===== config.mk =====
export PLATFORM = sky130hd
export DESIGN_NAME = npxl_empfaenger_flat
export DESIGN_NICKNAME = d
export VERILOG_FILES = /design/src/rtl/npxl_empfaenger_if.sv /design/src/rtl/npxl_empfaenger.sv /design/src/flat_wrapper.sv
export SDC_FILE = /design/constraint.sdc
export NUM_CORES = 1
export LEC_CHECK = 0
export BUFFER_PORTS_ARGS = -buffer_cell sky130_fd_sc_hd__buf_2
export CAP_MARGIN = 15
export CORE_ASPECT_RATIO = 1.75
export CORE_MARGIN = 2
export CORE_UTILIZATION = 45
export CTS_CLUSTER_DIAMETER = 100
export DETAILED_ROUTE_END_ITERATION = 6
export MAX_ROUTING_LAYER = met4
export PLACE_DENSITY_LB_ADDON = 0.05
export SLEW_MARGIN = 20
export SYNTH_ARGS = -nofsm -noshare
export SYNTH_HDL_FRONTEND = slang
export SYNTH_SLANG_ARGS = --single-unit

===== constraint.sdc =====
create_clock -name i_clk -period 4.3 [get_ports i_clk]
set_input_delay 0.645 -clock i_clk [delete_from_list [all_inputs] [get_ports i_clk]]
set_output_delay 0.645 -clock i_clk [all_outputs]
set_load 0.02 [all_outputs]

===== src/rtl/npxl_empfaenger_if.sv =====
// NeoPixel receiver bus: serial line in, decoded words and status strobes out.
interface npxl_empfaenger_if;
  logic        i_npxl_data;
  logic [23:0] o_color_data;
  logic [7:0]  o_led_index;
  logic        o_valid;
  logic        o_frame_done;
  logic [7:0]  o_led_count;
  logic        o_err;
  logic [1:0]  o_err_code;

  // Receiver side: samples the line, drives the decoded results.
  modport slave (
    input  i_npxl_data,
    output o_color_data, o_led_index, o_valid, o_frame_done,
    output o_led_count, o_err, o_err_code
  );

  // Line driver / observer side.
  modport master (
    output i_npxl_data,
    input  o_color_data, o_led_index, o_valid, o_frame_done,
    input  o_led_count, o_err, o_err_code
  );
endinterface


===== src/rtl/npxl_empfaenger.sv =====
// WS2812/NeoPixel bitstream receiver: pulse-width bit decoding, 24-bit word
// assembly (MSB first), latch-gap frame detection and protocol error reporting.
module npxl_empfaenger #(
  parameter int unsigned LEDS       = 20,
  parameter int unsigned T_MIN_HIGH = 8,
  parameter int unsigned T_THRESH   = 30,
  parameter int unsigned T_MAX_HIGH = 56,
  parameter int unsigned T_RESET    = 2400
) (
  input  logic               i_clk,
  input  logic               i_rst,
  npxl_empfaenger_if.slave   bus
);
  localparam int unsigned CW = 12;
  localparam int unsigned BW = 5;
  localparam int unsigned LW = 8;
  localparam int unsigned DW = 24;

  typedef enum logic [1:0] {SYNC, SPACE, MARK} state_t;

  state_t          state, state_nxt;
  logic            sync1, s;
  logic [CW-1:0]   pc, pc_nxt, lc, lc_nxt, pc_inc, lc_inc;
  logic [BW-1:0]   bc, bc_nxt;
  logic [LW-1:0]   lc_led, lc_led_nxt;
  logic [DW-1:0]   sr, sr_nxt, word;
  logic            bit_val;

  logic [DW-1:0]   color_q, color_nxt;
  logic [LW-1:0]   index_q, index_nxt;
  logic [LW-1:0]   count_q, count_nxt;
  logic [1:0]      code_q, code_nxt;
  logic            valid_q, valid_nxt, done_q, done_nxt, err_q, err_nxt;

  // Two-flop synchroniser for the asynchronous serial line.
  always_ff @(posedge i_clk) begin
    if (i_rst) begin
      sync1 <= 1'b0;
      s     <= 1'b0;
    end else begin
      sync1 <= bus.i_npxl_data;
      s     <= sync1;
    end
  end

  // State and datapath registers.
  always_ff @(posedge i_clk) begin
    if (i_rst) begin
      state   <= SYNC;
      pc      <= '0;
      lc      <= '0;
      bc      <= '0;
      lc_led  <= '0;
      sr      <= '0;
      color_q <= '0;
      index_q <= '0;
      count_q <= '0;
      code_q  <= '0;
      valid_q <= 1'b0;
      done_q  <= 1'b0;
      err_q   <= 1'b0;
    end else begin
      state   <= state_nxt;
      pc      <= pc_nxt;
      lc      <= lc_nxt;
      bc      <= bc_nxt;
      lc_led  <= lc_led_nxt;
      sr      <= sr_nxt;
      color_q <= color_nxt;
      index_q <= index_nxt;
      count_q <= count_nxt;
      code_q  <= code_nxt;
      valid_q <= valid_nxt;
      done_q  <= done_nxt;
      err_q   <= err_nxt;
    end
  end

  // Next-state, counter and strobe logic.
  always_comb begin
    state_nxt  = state;
    pc_nxt     = pc;
    lc_nxt     = lc;
    bc_nxt     = bc;
    lc_led_nxt = lc_led;
    sr_nxt     = sr;
    color_nxt  = color_q;
    index_nxt  = index_q;
    count_nxt  = count_q;
    code_nxt   = code_q;
    valid_nxt  = 1'b0;
    done_nxt   = 1'b0;
    err_nxt    = 1'b0;

    bit_val = (pc >= CW'(T_THRESH));
    word    = {sr[DW-2:0], bit_val};
    lc_inc  = (lc >= CW'(T_RESET)) ? CW'(T_RESET) : lc + CW'(1);
    pc_inc  = (pc == '1) ? pc : pc + CW'(1);

    case (state)
      // Wait for a full latch gap before trusting the line.
      SYNC: begin
        if (s) begin
          lc_nxt = '0;
        end else begin
          lc_nxt = lc_inc;
          if (lc_inc == CW'(T_RESET)) begin
            state_nxt  = SPACE;
            bc_nxt     = '0;
            lc_led_nxt = '0;
          end
        end
      end

      // Low time between pulses; the first arrival at T_RESET closes the frame.
      SPACE: begin
        if (s) begin
          state_nxt = MARK;
          pc_nxt    = CW'(1);
        end else begin
          lc_nxt = lc_inc;
          if ((lc < CW'(T_RESET)) && (lc_inc == CW'(T_RESET))) begin
            if (bc != '0) begin
              err_nxt  = 1'b1;
              code_nxt = 2'b11;
            end else if (lc_led != '0) begin
              done_nxt  = 1'b1;
              count_nxt = lc_led;
            end
            bc_nxt     = '0;
            lc_led_nxt = '0;
          end
        end
      end

      // High pulse: measure width, classify on the falling edge.
      MARK: begin
        if (s) begin
          pc_nxt = pc_inc;
          if (pc_inc > CW'(T_MAX_HIGH)) begin
            err_nxt   = 1'b1;
            code_nxt  = 2'b10;
            state_nxt = SYNC;
            lc_nxt    = '0;
          end
        end else if (pc < CW'(T_MIN_HIGH)) begin
          err_nxt   = 1'b1;
          code_nxt  = 2'b01;
          state_nxt = SYNC;
          lc_nxt    = CW'(1);
        end else begin
          sr_nxt    = word;
          state_nxt = SPACE;
          lc_nxt    = CW'(1);
          if (bc == BW'(DW - 1)) begin
            bc_nxt = '0;
            if (lc_led == LW'(LEDS)) begin
              err_nxt   = 1'b1;
              code_nxt  = 2'b11;
              state_nxt = SYNC;
            end else begin
              valid_nxt  = 1'b1;
              color_nxt  = word;
              index_nxt  = lc_led;
              lc_led_nxt = lc_led + LW'(1);
            end
          end else begin
            bc_nxt = bc + BW'(1);
          end
        end
      end

      default: state_nxt = SYNC;
    endcase
  end

  assign bus.o_color_data = color_q;
  assign bus.o_led_index  = index_q;
  assign bus.o_valid      = valid_q;
  assign bus.o_frame_done = done_q;
  assign bus.o_led_count  = count_q;
  assign bus.o_err        = err_q;
  assign bus.o_err_code   = code_q;
endmodule

===== src/flat_wrapper.sv =====
// flat-port wrapper written by rule: the top's interface ports become plain ports
module npxl_empfaenger_flat 
#(
  parameter int unsigned LEDS       = 20,
  parameter int unsigned T_MIN_HIGH = 8,
  parameter int unsigned T_THRESH   = 30,
  parameter int unsigned T_MAX_HIGH = 56,
  parameter int unsigned T_RESET    = 2400
)
  (i_clk, i_rst, bus_i_npxl_data, bus_o_color_data, bus_o_led_index, bus_o_valid, bus_o_frame_done, bus_o_led_count, bus_o_err, bus_o_err_code);
  npxl_empfaenger_if bus_i ();
  input  logic i_clk;
  input  logic i_rst;
  input wire logic [$bits(bus_i.i_npxl_data)-1:0] bus_i_npxl_data;
  output wire logic [$bits(bus_i.o_color_data)-1:0] bus_o_color_data;
  output wire logic [$bits(bus_i.o_led_index)-1:0] bus_o_led_index;
  output wire logic [$bits(bus_i.o_valid)-1:0] bus_o_valid;
  output wire logic [$bits(bus_i.o_frame_done)-1:0] bus_o_frame_done;
  output wire logic [$bits(bus_i.o_led_count)-1:0] bus_o_led_count;
  output wire logic [$bits(bus_i.o_err)-1:0] bus_o_err;
  output wire logic [$bits(bus_i.o_err_code)-1:0] bus_o_err_code;
  assign bus_i.i_npxl_data = bus_i_npxl_data;
  assign bus_o_color_data = bus_i.o_color_data;
  assign bus_o_led_index = bus_i.o_led_index;
  assign bus_o_valid = bus_i.o_valid;
  assign bus_o_frame_done = bus_i.o_frame_done;
  assign bus_o_led_count = bus_i.o_led_count;
  assign bus_o_err = bus_i.o_err;
  assign bus_o_err_code = bus_i.o_err_code;
  npxl_empfaenger #(.LEDS(LEDS), .T_MIN_HIGH(T_MIN_HIGH), .T_THRESH(T_THRESH), .T_MAX_HIGH(T_MAX_HIGH), .T_RESET(T_RESET)) u_core (.i_clk(i_clk), .i_rst(i_rst), .bus(bus_i));
endmodule

# [Word-level counts from Yosys, hierarchy flattened]
# Index checks and enable logic that the tools add are counted.
[totals] register_bits=109 word_cells=125 input_bits=3
[op_classes] order_cmp=5 mux=56 n_reduce_logical=17 n_addsub=4 n_eq_ne=20 n_bitwise=8
[ops] op="$mux 12" count=8
[ops] op="$mux 8" count=8
[ops] op="$pmux 12 s3" count=1
[ops] op="$mux 5" count=7
[ops] op="$mux 2" count=15
[ops] op="$add 12x1->12 const B" count=2
[ops] op="$eq 12x12->1 const B" count=2
[ops] op="$pmux 12 s2" count=1
[ops] op="$pmux 8 s3" count=1
[ops] op="$pmux 5 s3" count=1
[ops] op="$reduce_and 7->1" count=2
[ops] op="$ge 12x12->1 const B" count=1
[ops] op="$ge 12x5->1 const B" count=1
[ops] op="$gt 12x6->1 const B" count=1
[ops] op="$lt 12x12->1 const B" count=1
[ops] op="$lt 12x4->1 const B" count=1
[ops] op="$ne 2x1->1 const B" count=6
[ops] op="$mux 1" count=11
[ops] op="$ne 2x2->1 const B" count=5
[ops] op="$reduce_and 5->1" count=2
[ops] op="$reduce_or 5->1" count=2
[ops] op="$reduce_and 3->1" count=3
[ops] op="$reduce_and 9->1" count=1
[ops] op="$add 8x1->8 const B" count=1
[ops] op="18 further kinds" count=26

# [Longest topological paths before layout]
[logic_depth] word_depth=7 ltp_mapped=10 depth_no_buf=9

# [Worst setup path before layout]
# No wires, ideal clock.
[synth_path] path_type="flip-flop to flip-flop" from="reg u_core.pc[0]" to="reg u_core.code_q[0], in the netlist u_core.bus.o_err_code[0]" path_stages_with_launch=9 path_slack_ps=1877 setup_time_ps=66 synth_period_minus_slack_ps=2423 required_time_ps=4234 arrival_ps=2357 path_cell_list="dfxtp_1 > ha_1 > and4_1 > nor4b_1 > or3_1 > o221ai_2 > nor3_2 > or4_4 > a21oi_2"
[synth_between] elab_chain_len=5
[synth_lines] element="from (decl)" line="npxl_empfaenger.sv:23" text="logic [CW-1:0] pc, pc_nxt, lc, lc_nxt, pc_inc, lc_inc;"
[synth_lines] element="from (signal assigned)" line="npxl_empfaenger.sv:64" text="pc <= pc_nxt;"
[synth_lines] element="$add 12x1->12 or $eq 12x12->1 (tied branches)" line="npxl_empfaenger.sv:98" text="pc_inc = (pc == '1) ? pc : pc + CW'(1);"
[synth_lines] element="$mux 12" line="npxl_empfaenger.sv:98"
[synth_lines] element="$gt 12x6->1" line="npxl_empfaenger.sv:140" text="if (pc_inc > CW'(T_MAX_HIGH)) begin"
[synth_lines] element="$ne 3x3->1 (no line)"
[synth_lines] element="$reduce_and 7->1 (no line)"
[synth_lines] element="to (signal assigned)" line="npxl_empfaenger.sv:72" text="code_q <= code_nxt;"
[synth_lines] element="to (decl)" line="npxl_empfaenger.sv:32" text="logic [1:0] code_q, code_nxt;"
# Parallel ways exist; a longest one is shown, timed or not.
# A chain may end at the register's enable or synchronous reset.

# [Worst setup path in the final report]
[layout_path] from="reg u_core.pc[0]" to="reg u_core.lc[1]"
[layout_between] elab_chain_len=5
[layout_lines] element="$add 12x1->12 or $eq 12x12->1 (tied branches)" line="npxl_empfaenger.sv:98"
[layout_lines] element="$mux 12 (*)" line="npxl_empfaenger.sv:98"
[layout_lines] element="$gt 12x6->1 (*)" line="npxl_empfaenger.sv:140"
[layout_lines] element="$ne 3x3->1 (no line) (*)"
[layout_lines] element="$reduce_and 3->1 (no line) (*)"
[layout_lines] element="to (signal assigned)" line="npxl_empfaenger.sv:65" text="lc <= lc_nxt;"
[layout_lines] element="to (decl)" line="npxl_empfaenger.sv:23"
# Mark *: on every way between the ends. The rest lies on a longest branch, timed or not.

==> results.py <==
metrics = {
    "critical_path": {
        "start_kind": "register",
        "cp_max_fo": 19,
        "cp_cell_sequence": "ha_1 > and4_1 > nand2_1 > nor4b_1 > o211ai_1 > o31ai_4 > mux2_2 > nor2_1",
        "crit_path_max_incr_delay_ns": 0.73,
        "crit_type": "register to register",
        "end_kind": "register",
        "cp.required_ns": 4.59,
        "r2r_cells": 8,
        "worstPathArrival_ns": 3.30,
        "cp_slowest_cell": "o31ai_4",
    },
    "floorplanning": {
        "die_area_um2": 12600,
        "fp.dieH_um": 147,
        "coreArea_um2": 11500,
        "chipWidth_um": 85.8,
        "start_util": 0.458,
        "io_pins": 48,
        "fp-row-count": 52,
    },
    "route": {
        "post_drt_wl_per_cell_um": 15.7,
        "drt_pre_antenna_iters": 6,
        "vias": 4691,
        "top_layer": "met4",
        "route.met2.wl_um": 6640,
        "drtIter0Drc": 282,
        "m1WireLength_um": 5430,
        "wl_met3_um": 382,
        "ant_nets": 0,
        "via_per_inst": 5.76,
        "drc": 4,
        "wl_um": 12800,
    },
    "cts": {
        "clk_pin_slew_ns": 0.07,
        "clockRootBuffer": "clkbuf_16",
        "clockBufferDepth": 2,
        "postCtsSetupRepairBufs": 0,
        "clkLatencyLatePin_ns": 0.35,
        "cts_tree": "built",
        "post_cts_resized": 0,
        "cts_sinks": 109,
        "postCtsHoldBufs": 0,
        "cts_made_buffers": 9,
        "htreeDepth": 3,
    },
    "pwr": {
        "power.leakage_nw": 2.18,
        "p_per_area_nw_per_um2": 318,
        "vdd_ir_drop_max_mv": 0.205,
        "power_mw": 1.84,
    },
    "sta": {
        "finalCritPeriodShare": 0.700,
        "finalClockSkew_ns": 0.00844,
        "rsz0062_at_grt": "false",
        "max_freq_mhz": 332,
        "fin_crit_ns": 3.01,
        "final_max_slew_viol_count": 0,
        "slew-limit-headroom": 0.339,
        "hold_viol_final": 0,
        "setup_violations": 0,
        "tns_ns": 0,
        "tightest_slew_ns": 0.992,
    },
    "grt": {
        "grt_max_degree": 64,
        "antenna_found_initial": 0,
        "grt_usage": 0.212,
        "overflow": 0,
        "grt_pass1_wl_um": 21100,
        "grt_pass1_vias": 4301,
    },
    "outcome": {
        "violations": "design-rule violations",
        "status": "finished with violations",
    },
    "synthesis": {
        "synthAdderAreaFrac": 0.0261,
        "syn-num-nets": 668,
        "synthCells": 654,
        "synthFlopType": "dfxtp_1",
        "synth_top_area_frac": 0.414,
        "syn_area_per_cell_um2": 8.06,
        "ys_types": 70,
        "synth_top_family_by_area": "simple AND/OR/NAND/NOR gates",
        "yosys_warnings": 0,
        "synth_xor_area_frac": 0.00665,
        "yosysTopAreaCell": "dfxtp_1",
        "synth-edff-count": 0,
        "synth_area_um2": 5270,
        "yosys-mux-area-fraction": 0.0271,
        "synth-compound-area-share": 0.208,
        "yosysSeqAreaShare": 0.414,
        "async_flop_share": 0,
        "synth_area_leaders": "dfxtp_1 (41%), nand2_1 (9.9%), a21oi_1 (8.1%)",
        "synth-simple-area-share": 0.266,
        "synth_seq_cells": 109,
    },
    "cells_and_area": {
        "syn_to_final_growth_pct": 9.88,
        "multi_input_area_um2": 2820,
        "regArea_um2": 2180,
        "n_antenna_cell": 0,
        "fill_cells": 1140,
        "layout.nets": 689,
        "layout-drive-gt1-share": 0.135,
    },
    "placement": {
        "gp_congestion": 0.877,
        "dp_hpwl_um": 8780,
        "numPortBuffers": 47,
    },
    "min_path": {
        "hold_depth": 1,
        "hp-class": "register to register",
    },
    "flow_run": {
        "max_cap_viol_count": 0,
    },
}
## area by class of cell
class                           instances  area share
Multi-Input combinational cell        484       0.487
Sequential cell                       109       0.377
Timing Repair Buffer                   51      0.0462
Clock buffer                           10      0.0395
Tap cell                              135      0.0292
Inverter                               20      0.0130
Clock inverter                          6     0.00799
## where the power goes
| part | switching (mW) | total (mW) | internal (mW) |
|---|---|---|---|
| clock | 0.387 | 0.785 | 0.398 |
| sequential | 0.00459 | 1.02 | 1.01 |
| combinational | 0.0295 | 0.0397 | 0.0102 |
## cells in the mapped netlist, drive strengths merged, types with 2 or more instances
library cell,n
nand2,139
dfxtp,109
a21oi,88
nor2,42
clkbuf,23
o21ai,21
inv,19
nand3,19
nor3,19
buf,18
and3,14
mux2i,12
ha,11
nand4,11
a32o,7
nand2b,7
a311oi,6
o211ai,6
o41ai,5
or3,5
or4,5
and2,4
and4,4
nor2b,4
nor3b,4
o32ai,4
a211oi,3
a21o,3
a41o,3
nor4b,3
o31a,3
o31ai,3
xor2,3
a31oi,2
mux2,2
nor4,2
or4b,2
## critical path, delay by kind of cell, from the launching register on
kind / cells / cell delay (ns)
simple gates: 4 / 0.84
flops: 1 / 0.42
mux: 1 / 0.40
fa+ha+maj: 1 / 0.31
compound gates: 2 / 0.98
## registers in the layout, summed over array words and instances, names as in the netlist, 2 cells and up
signal and flops:
u_core.bus.o_err_code 2, u_core.bus.o_led_index 8, u_core.sr 23, u_core.lc 12
u_core.state 2, u_core.lc_led 8, u_core.bus.o_color_data 24, u_core.bc 5
u_core.bus.o_led_count 8, u_core.pc 12
## placed cells by master, fill, tap and decap left out, drive strengths merged, types with 3 or more instances in the layout
| cell type | n |
|---|---|
| a211oi | 3 |
| a21o | 3 |
| a21oi | 88 |
| a311oi | 6 |
| a32o | 7 |
| a41o | 3 |
| and2 | 4 |
| and3 | 14 |
| and4 | 4 |
| buf | 51 |
| clkbuf | 10 |
| clkinv | 3 |
| dfxtp | 109 |
| ha | 11 |
| inv | 21 |
| mux2i | 12 |
| nand2 | 139 |
| nand2b | 7 |
| nand3 | 19 |
| nand4 | 11 |
| nor2 | 42 |
| nor2b | 4 |
| nor3 | 19 |
| nor3b | 4 |
| nor4b | 3 |
| o211ai | 6 |
| o21ai | 21 |
| o31a | 3 |
| o31ai | 3 |
| o32ai | 4 |
| o41ai | 5 |
| or3 | 5 |
| or4 | 5 |
| xor2 | 3 |
## path summary, 6_finish.rpt
check                from      endpoint  slack, ns
max          u_core.pc[0]  u_core.lc[1]       1.29
min          u_core.sync1      u_core.s       0.44
max reg2reg  u_core.pc[0]  u_core.lc[1]       1.29
min reg2reg  u_core.sync1      u_core.s       0.44
## cell families after synthesis
logic type,count (synthesis)
multiplexers,14
adder cells (fa/ha/maj),11
XOR/XNOR,4
buffers and inverters,61
flip-flops,109
AO/OA/AOI/OAI,166
AND/OR/NAND/NOR,289
## layer usage
metal	up-vias	global-route usage
met2	109	0.367
met1	2194	0.236
met4	0	0.0897
met5	-	-
li1	2362	-
met3	26	0.0388
## per-stage QoR
step	hold WS, ns	setup WS, ns	cells	utilization	area [um^2]
after global routing	0.461	1.06	815	0.503	5790
final	0.442	1.29	815	0.503	5790
after global placement	0.419	1.26	799	0.479	5510
after floorplan	0.414	1.88	654	-	5270
after detailed placement	0.429	1.25	799	0.479	5510
after CTS	0.447	1.20	815	0.503	5790
Note: power is estimated with default switching activity, not from simulation.
